[src/rtl/four_12_12_st1_bias_ctrl.sv]
// Bias-word controller: streams bias words into memory (LOAD) and plays them out to the neuron stage (READ).
// Define FOUR_12_12_BIAS_UPDATE_EN to compile in the read-modify-write UPDATE command.
module four_12_12_st1_bias_ctrl #(
  parameter int unsigned WIDTH = 32,
  parameter int unsigned DEPTH = 4,
  localparam int unsigned IW = (DEPTH > 1) ? $clog2(DEPTH) : 1
) (
  input  logic             clk,
  input  logic             reset,
  input  logic             cmd_valid,
  output logic             cmd_ready,
  input  logic [1:0]       cmd_op,
  input  logic             load_valid,
  output logic             load_ready,
  input  logic [WIDTH-1:0] load_data,
  output logic             mem_rd_en,
  output logic [IW-1:0]    mem_rd_addr,
  input  logic [WIDTH-1:0] mem_rd_data,
  output logic             mem_wr_en,
  output logic [IW-1:0]    mem_wr_addr,
  output logic [WIDTH-1:0] mem_wr_data,
  output logic             out_valid,
  input  logic             out_ready,
  output logic [WIDTH-1:0] out_data,
  output logic [IW-1:0]    out_idx,
  output logic             out_last,
  output logic             busy
);

  localparam logic [1:0]    OP_LOAD   = 2'd0;
  localparam logic [1:0]    OP_READ   = 2'd1;
  localparam logic [IW-1:0] IDX_LAST  = IW'(DEPTH - 1);

`ifdef FOUR_12_12_BIAS_UPDATE_EN
  localparam logic [1:0] OP_UPDATE = 2'd2;
  typedef enum logic [2:0] {
    S_IDLE, S_LOAD, S_RD_ISSUE, S_RD_WAIT, S_UPD_RD, S_UPD_WR
  } state_t;
  logic [WIDTH-1:0] delta;
`else
  typedef enum logic [2:0] {
    S_IDLE, S_LOAD, S_RD_ISSUE, S_RD_WAIT
  } state_t;
`endif

  state_t        state, state_nxt;
  logic [IW-1:0] idx, idx_nxt, idx_inc;
  logic          cmd_fire, load_fire, out_fire, idx_last;

  assign cmd_fire  = cmd_valid & cmd_ready;
  assign load_fire = load_valid & load_ready;
  assign out_fire  = out_valid & out_ready;
  assign idx_last  = (idx == IDX_LAST);
  assign idx_inc   = IW'(idx + IW'(1));

  // Next state and entry index
  always_comb begin
    state_nxt = state;
    idx_nxt   = idx;
    case (state)
      S_IDLE: begin
        if (cmd_fire) begin
          idx_nxt = '0;
          case (cmd_op)
            OP_LOAD:   state_nxt = S_LOAD;
            OP_READ:   state_nxt = S_RD_ISSUE;
`ifdef FOUR_12_12_BIAS_UPDATE_EN
            OP_UPDATE: state_nxt = S_UPD_RD;
`endif
            default:   state_nxt = S_IDLE;
          endcase
        end
      end
      S_LOAD: begin
        if (load_fire) begin
          idx_nxt = idx_last ? '0 : idx_inc;
          if (idx_last) state_nxt = S_IDLE;
        end
      end
      S_RD_ISSUE: state_nxt = S_RD_WAIT;
      S_RD_WAIT: begin
        if (out_fire) begin
          idx_nxt   = out_last ? '0 : idx_inc;
          state_nxt = out_last ? S_IDLE : S_RD_ISSUE;
        end
      end
`ifdef FOUR_12_12_BIAS_UPDATE_EN
      S_UPD_RD: if (load_fire) state_nxt = S_UPD_WR;
      S_UPD_WR: begin
        idx_nxt   = idx_last ? '0 : idx_inc;
        state_nxt = idx_last ? S_IDLE : S_UPD_RD;
      end
`endif
      default: begin
        state_nxt = S_IDLE;
        idx_nxt   = '0;
      end
    endcase
  end

  // Memory port: gated by reset so an abandoned operation issues nothing in the reset cycle
  always_comb begin
    mem_rd_addr = idx;
    mem_wr_addr = idx;
    mem_rd_en   = reset & (state == S_RD_ISSUE);
    mem_wr_en   = reset & (state == S_LOAD) & load_fire;
    mem_wr_data = load_data;
`ifdef FOUR_12_12_BIAS_UPDATE_EN
    if (state == S_UPD_RD) mem_rd_en = reset & load_fire;
    if (state == S_UPD_WR) begin
      mem_wr_en   = reset;
      mem_wr_data = mem_rd_data + delta;
    end
`endif
  end

  // State, handshakes and output capture
  always_ff @(posedge clk) begin
    if (!reset) begin
      state      <= S_IDLE;
      idx        <= '0;
      cmd_ready  <= 1'b0;
      load_ready <= 1'b0;
      busy       <= 1'b0;
      out_valid  <= 1'b0;
      out_data   <= '0;
      out_idx    <= '0;
      out_last   <= 1'b0;
`ifdef FOUR_12_12_BIAS_UPDATE_EN
      delta      <= '0;
`endif
    end else begin
      state     <= state_nxt;
      idx       <= idx_nxt;
      cmd_ready <= (state_nxt == S_IDLE);
      busy      <= (state_nxt != S_IDLE);
`ifdef FOUR_12_12_BIAS_UPDATE_EN
      load_ready <= (state_nxt == S_LOAD) || (state_nxt == S_UPD_RD);
      if ((state == S_UPD_RD) && load_fire) delta <= load_data;
`else
      load_ready <= (state_nxt == S_LOAD);
`endif
      // read data arrives in the first RD_WAIT cycle; capture once and hold under backpressure
      if (out_fire) begin
        out_valid <= 1'b0;
      end else if ((state == S_RD_WAIT) && !out_valid) begin
        out_valid <= 1'b1;
        out_data  <= mem_rd_data;
        out_idx   <= idx;
        out_last  <= idx_last;
      end
    end
  end

endmodule

[config.mk]
export PLATFORM = sky130hd
export DESIGN_NAME = four_12_12_st1_bias_ctrl
export DESIGN_NICKNAME = d
export VERILOG_FILES = /design/src/rtl/four_12_12_st1_bias_ctrl.sv
export SDC_FILE = /design/constraint.sdc
export NUM_CORES = 1
export LEC_CHECK = 0
export CAP_MARGIN = 15
export CORE_UTILIZATION = 30
export CTS_CLUSTER_SIZE = 30
export DETAILED_ROUTE_END_ITERATION = 8
export GPL_TIMING_DRIVEN = 0
export PLACE_DENSITY_LB_ADDON = 0.12
export SYNTH_ARGS = -nofsm -noshare
export SYNTH_HDL_FRONTEND = slang
export SYNTH_SLANG_ARGS = --single-unit
export TNS_END_PERCENT = 100
[constraint.sdc]
create_clock -name clk -period 1.6 [get_ports clk]
set_input_delay 0.24 -clock clk [delete_from_list [all_inputs] [get_ports clk]]
set_output_delay 0.24 -clock clk [all_outputs]
set_load 0.05 [all_outputs]
; Yosys cells after proc, flatten, opt, wreduce, memory -nomap -nowiden
; Index checks and enable logic that the tools add are counted.
[classes]
reduce_logical = 9
addsub = 1
muxes = 13
n_bitwise = 9
eq_ne = 9
[op_table]
columns = operator, count
row1 = 2-to-1 mux 2 bit, 6
row2 = 2-to-1 mux 3 bit, 4
row3 = case mux 3 bit (4 select lines), 1
row4 = case mux 2 bit (4 select lines), 1
row5 = bitwise AND 1 bit, 6
row6 = "== test 3 x 1 -> 1 bit, second input constant", 2
row7 = "== test 3 x 2 -> 1 bit, second input constant", 2
row8 = zero test 3 bit, 2
row9 = "!= test 2 bit, second input constant", 3
row10 = case mux 2 bit (2 select lines), 1
row11 = AND reduction 4 bit, 1
row12 = inverter 1 bit, 3
row13 = nonzero test 3 bit, 1
row14 = "adder 2 x 1 -> 2 bit, second input constant", 1
row15 = "== test 2 x 1 -> 1 bit, second input constant", 1
row16 = "== test 2 bit, second input constant", 1
row17 = zero test 2 bit, 1
row18 = AND reduction 2 bit, 1
row19 = OR reduction 2 bit, 1
row20 = logical AND 1 bit, 1
row21 = zero test 1 bit, 1
[totals]
register_bits = 44
in_bits = 71
elab_cells = 50

; Depth between registers and ports, before layout
[logic_depth]
depth_word = 5
depth_mapped = 6
ltp_nobuf = 5

; Worst setup path after synthesis
; OpenSTA, ideal clock, no wires.
[synth_timing]
path_kind = input-to-output
startpoint = input port reset
endpoint = output port mem_rd_en
arrival_time_ps = 2213
path_buffers = 2
path_stages = 4
setup_slack_ps = -853
path_cell_list = clkbuf_1 -> inv_1 -> clkbuf_1 -> nor4_1
[synth_between]
elab_chain_len = 1
[synth_lines]
columns = item, line_no
row1 = "start, declared", 9  ; input logic reset,
row2 = bitwise AND 1 bit, 105  ; mem_rd_en = reset & (state == S_RD_ISSUE);
row3 = "end, declared", 16  ; output logic mem_rd_en,
; Every way passes these cells.

; Final worst setup path
[layout_timing]
startpoint = register idx[0], in the netlist mem_rd_addr[0]
endpoint = output port mem_wr_addr[0]
[layout_rtl]
columns = item, line_no
row1 = "start, declared", 47  ; logic [IW-1:0] idx, idx_nxt, idx_inc;
row2 = "start signal, assigned", 134  ; idx <= idx_nxt;
row3 = "end, declared", 20  ; output logic [IW-1:0] mem_wr_addr,
; No word-level cell between the ends.

==> flow_summary.json <==
{
  "avgViaCountPerCell": 4.41,
  "clkSinkCount": 44,
  "die_h_um": 81.4,
  "place.gp.congestion": 0.780,
  "synth-simple-area-share": 0.214,
  "grt_pass1_vias": 1644,
  "drive_gt1_frac": 0.192,
  "seq_area_frac_synth": 0.465,
  "yosys-top-cells-area": "dfxtp_1 (47%), nand2_1 (15%), buf_4 (13%)",
  "rows": 28,
  "fin_crit_ns": 1.53,
  "diodes": 0,
  "drc": 0,
  "critPathLaunchType": "register",
  "r2r_slack_ns": 0.07,
  "clk_root_buffer_cell": "clkbuf_8",
  "worstSetupStartpoint": "mem_rd_addr[0]",
  "nets": 426,
  "synthFlopType": "dfxtp_1",
  "reg2reg_to": "load_ready",
  "cp_max_fo": 6,
  "async_reset_ff_frac": 0,
  "drtPass1Iterations": 4,
  "synth-edff-count": 0,
  "fin_area_mm2": 0.00324,
  "max_slew_margin": 0.641,
  "powerDensity_mw_per_mm2": 711,
  "ir_drop_mv": 0.376,
  "outcome": "complete, no violations",
  "dieArea_mm2": 0.00663,
  "hold_viol": 0,
  "synth_compound_area_frac": 0.131,
  "maxCapViolations": 0,
  "dr_total_vias": 1894,
  "tightest_slew_ns": 0.538,
  "rsz0062_at_grt": "false",
  "drt-initial-drc-count": 31,
  "insertion_delay_ns": 0.28,
  "wire_per_inst_um": 11.1,
  "max_freq_ghz": 0.654,
  "die_w_um": 81.4,
  "setup_violations": 0,
  "synth.avg_cell_area_um2": 8.12,
  "path_class": "reg2out",
  "synth_xor_area_frac": 0,
  "min-delay-path-class": "in2reg",
  "core_mm2": 0.00599,
  "ioPinCount": 148,
  "grt_antenna_before_repair": 0,
  "start_util": 0.316,
  "io_buffer_count": 114,
  "dpl_cell_area_mm2": 0.00316,
  "grt_first_pass_wirelength_um": 7270,
  "arrival_ns": 1.29,
  "wl_um": 4750,
  "rr_startpoint": "mem_rd_addr[0]",
  "synth_most_common_cell": "nand2_1",
  "synth_top_family_by_area": "simple AND/OR/NAND/NOR gates",
  "synth.area.mux_share": 0.0106,
  "ctsHoldBuffers": 0,
  "hpwl_um": 3530,
  "syn_nets": 305,
  "fin_util": 0.541,
  "synth_commonest_cells": "nand2_1 (74), dfxtp_1 (44), a21oi_1 (37)",
  "clock_skew_ns": 0.00187,
  "synth_top_area_cell": "dfxtp_1",
  "yosysTopAreaCellShare": 0.465,
  "period_share": 0.956,
  "p_leak_nw": 1.42,
  "cts_buffers": 5,
  "clkSlewWorstSetupHoldPaths_ns": 0.08,
  "groute.usage.overall": 0.142,
  "synth_fa_ha_area_frac": 0.00661,
  "slew_viol_final": 0,
  "grt_overflow": 0,
  "cts_tree": "built",
  "h-tree-depth": 2,
  "cp-endpoint": "mem_wr_addr[0]",
  "ys_types": 30,
  "cts_buffer_depth": 2,
  "synth-warning-count": 0,
  "reg2regPathDepth": 5,
  "end_kind": "output port",
  "critPathRequiredTime_ns": 1.36,
  "ant_nets": 0,
  "netlist_area_mm2": 0.00189,
  "syn2layout_area_growth_pct": 71.1,
  "grt_max_degree": 13,
  "syn_inst": 233,
  "synth-seq-cells": 44
}
## critical path: stages, from the launching register on
cell           delay, ns
dfxtp_4             0.39
buf_4               0.11
dlygate4sd2_1       0.51
## layer usage
metal	part of all wire	wire, um	global-route usage
met1	0.41	1970	0.161
met2	0.47	2210	0.243
met3	0.11	523	0.0533
met4	0.0086	41	0.0482
met5	0	0	0
## cell usage in the layout, fill, tap and decap left out, types with 2 or more instances in the layout
cell             count
dfxtp_1             38
a21oi_1             37
nor3_1               3
clkbuf_8             7
and2_1               2
dfxtp_2              4
a211o_1              2
nand2_1             74
clkbuf_1             4
nand3b_1             2
buf_4               40
mux2i_1              2
dfxtp_4              2
or3_4                2
buf_2                3
dlygate4sd2_1       42
nand2b_1             2
inv_1                2
clkdlybuf4s50_1     69
## state kept, by name (all words and copies together) (netlist names)
name and count:
load_ready 1, out_idx 2, out_data 32, out_last 1, busy 1, out_valid 1, state 3, mem_rd_addr 2
cmd_ready 1
## kinds of logic (layout without fill, tap and decap cells)
logic type | count (synthesis) | in the layout
DFF | 44 | 44
AOI/OAI and AO/OA | 44 | 44
other | 1 | 1
adders and majority gates | 1 | 1
muxes | 2 | 2
and+or+nand+nor | 93 | 93
buffers and inverters | 48 | 169
## repair_timing
action	4_1_cts	5_1_grt
endpoints found under the setup margin	76	38
resized for setup	60	10
pin swaps	1	1
buffers inserted	0	1
## where the power goes
group          internal [mW]  leakage [nW]  switching (mW)  total (mW)
sequential              1.10         0.358         0.00864        1.11
clock                  0.385        0.0503           0.348       0.733
combinational          0.220          1.01           0.241       0.461
total                   1.70          1.42           0.598        2.30
## area by class of cell
| type | count | area, um2 |
|---|---|---|
| buffer | 45 | 317 |
| inverter | 2 | 7.51 |
| tap | 75 | 93.8 |
| sequential | 44 | 893 |
| fill | 603 | 2750 |
| multi-input combinational | 141 | 742 |
| clock buffer | 7 | 96.3 |
| timing repair buffer | 115 | 1090 |
## how the worst min path moves through the flow
stage	start	endpoint	slack, ns	depth (start not counted)
6_report	reset	busy	0.28	2
2_1_floorplan	mem_rd_data[10]	out_data[10]	0.38	2
4_1_cts	reset	busy	0.28	2
3_5_place_dp	out_data[24]	out_data[24]	0.45	2
3_3_place_gp	out_data[31]	out_data[31]	0.44	2
5_1_grt	reset	busy	0.28	2
## stage by stage
step / std cells / setup slack, ns / TNS (ns) / power (mW) / hold slack (ns)
after floorplan: 233 / 0.00184 / 0 / 1.41 / 0.376
after global placement: 422 / -0.679 / -3.29 / 1.60 / 0.441
after detailed placement: 422 / -0.679 / -3.18 / 1.60 / 0.446
after CTS: 429 / 0.00873 / 0 / 2.34 / 0.279
after global routing: 429 / 0.0141 / 0 / 2.41 / 0.281
final: 429 / 0.0706 / 0 / 2.30 / 0.284
(Power assumes the default switching activity.)
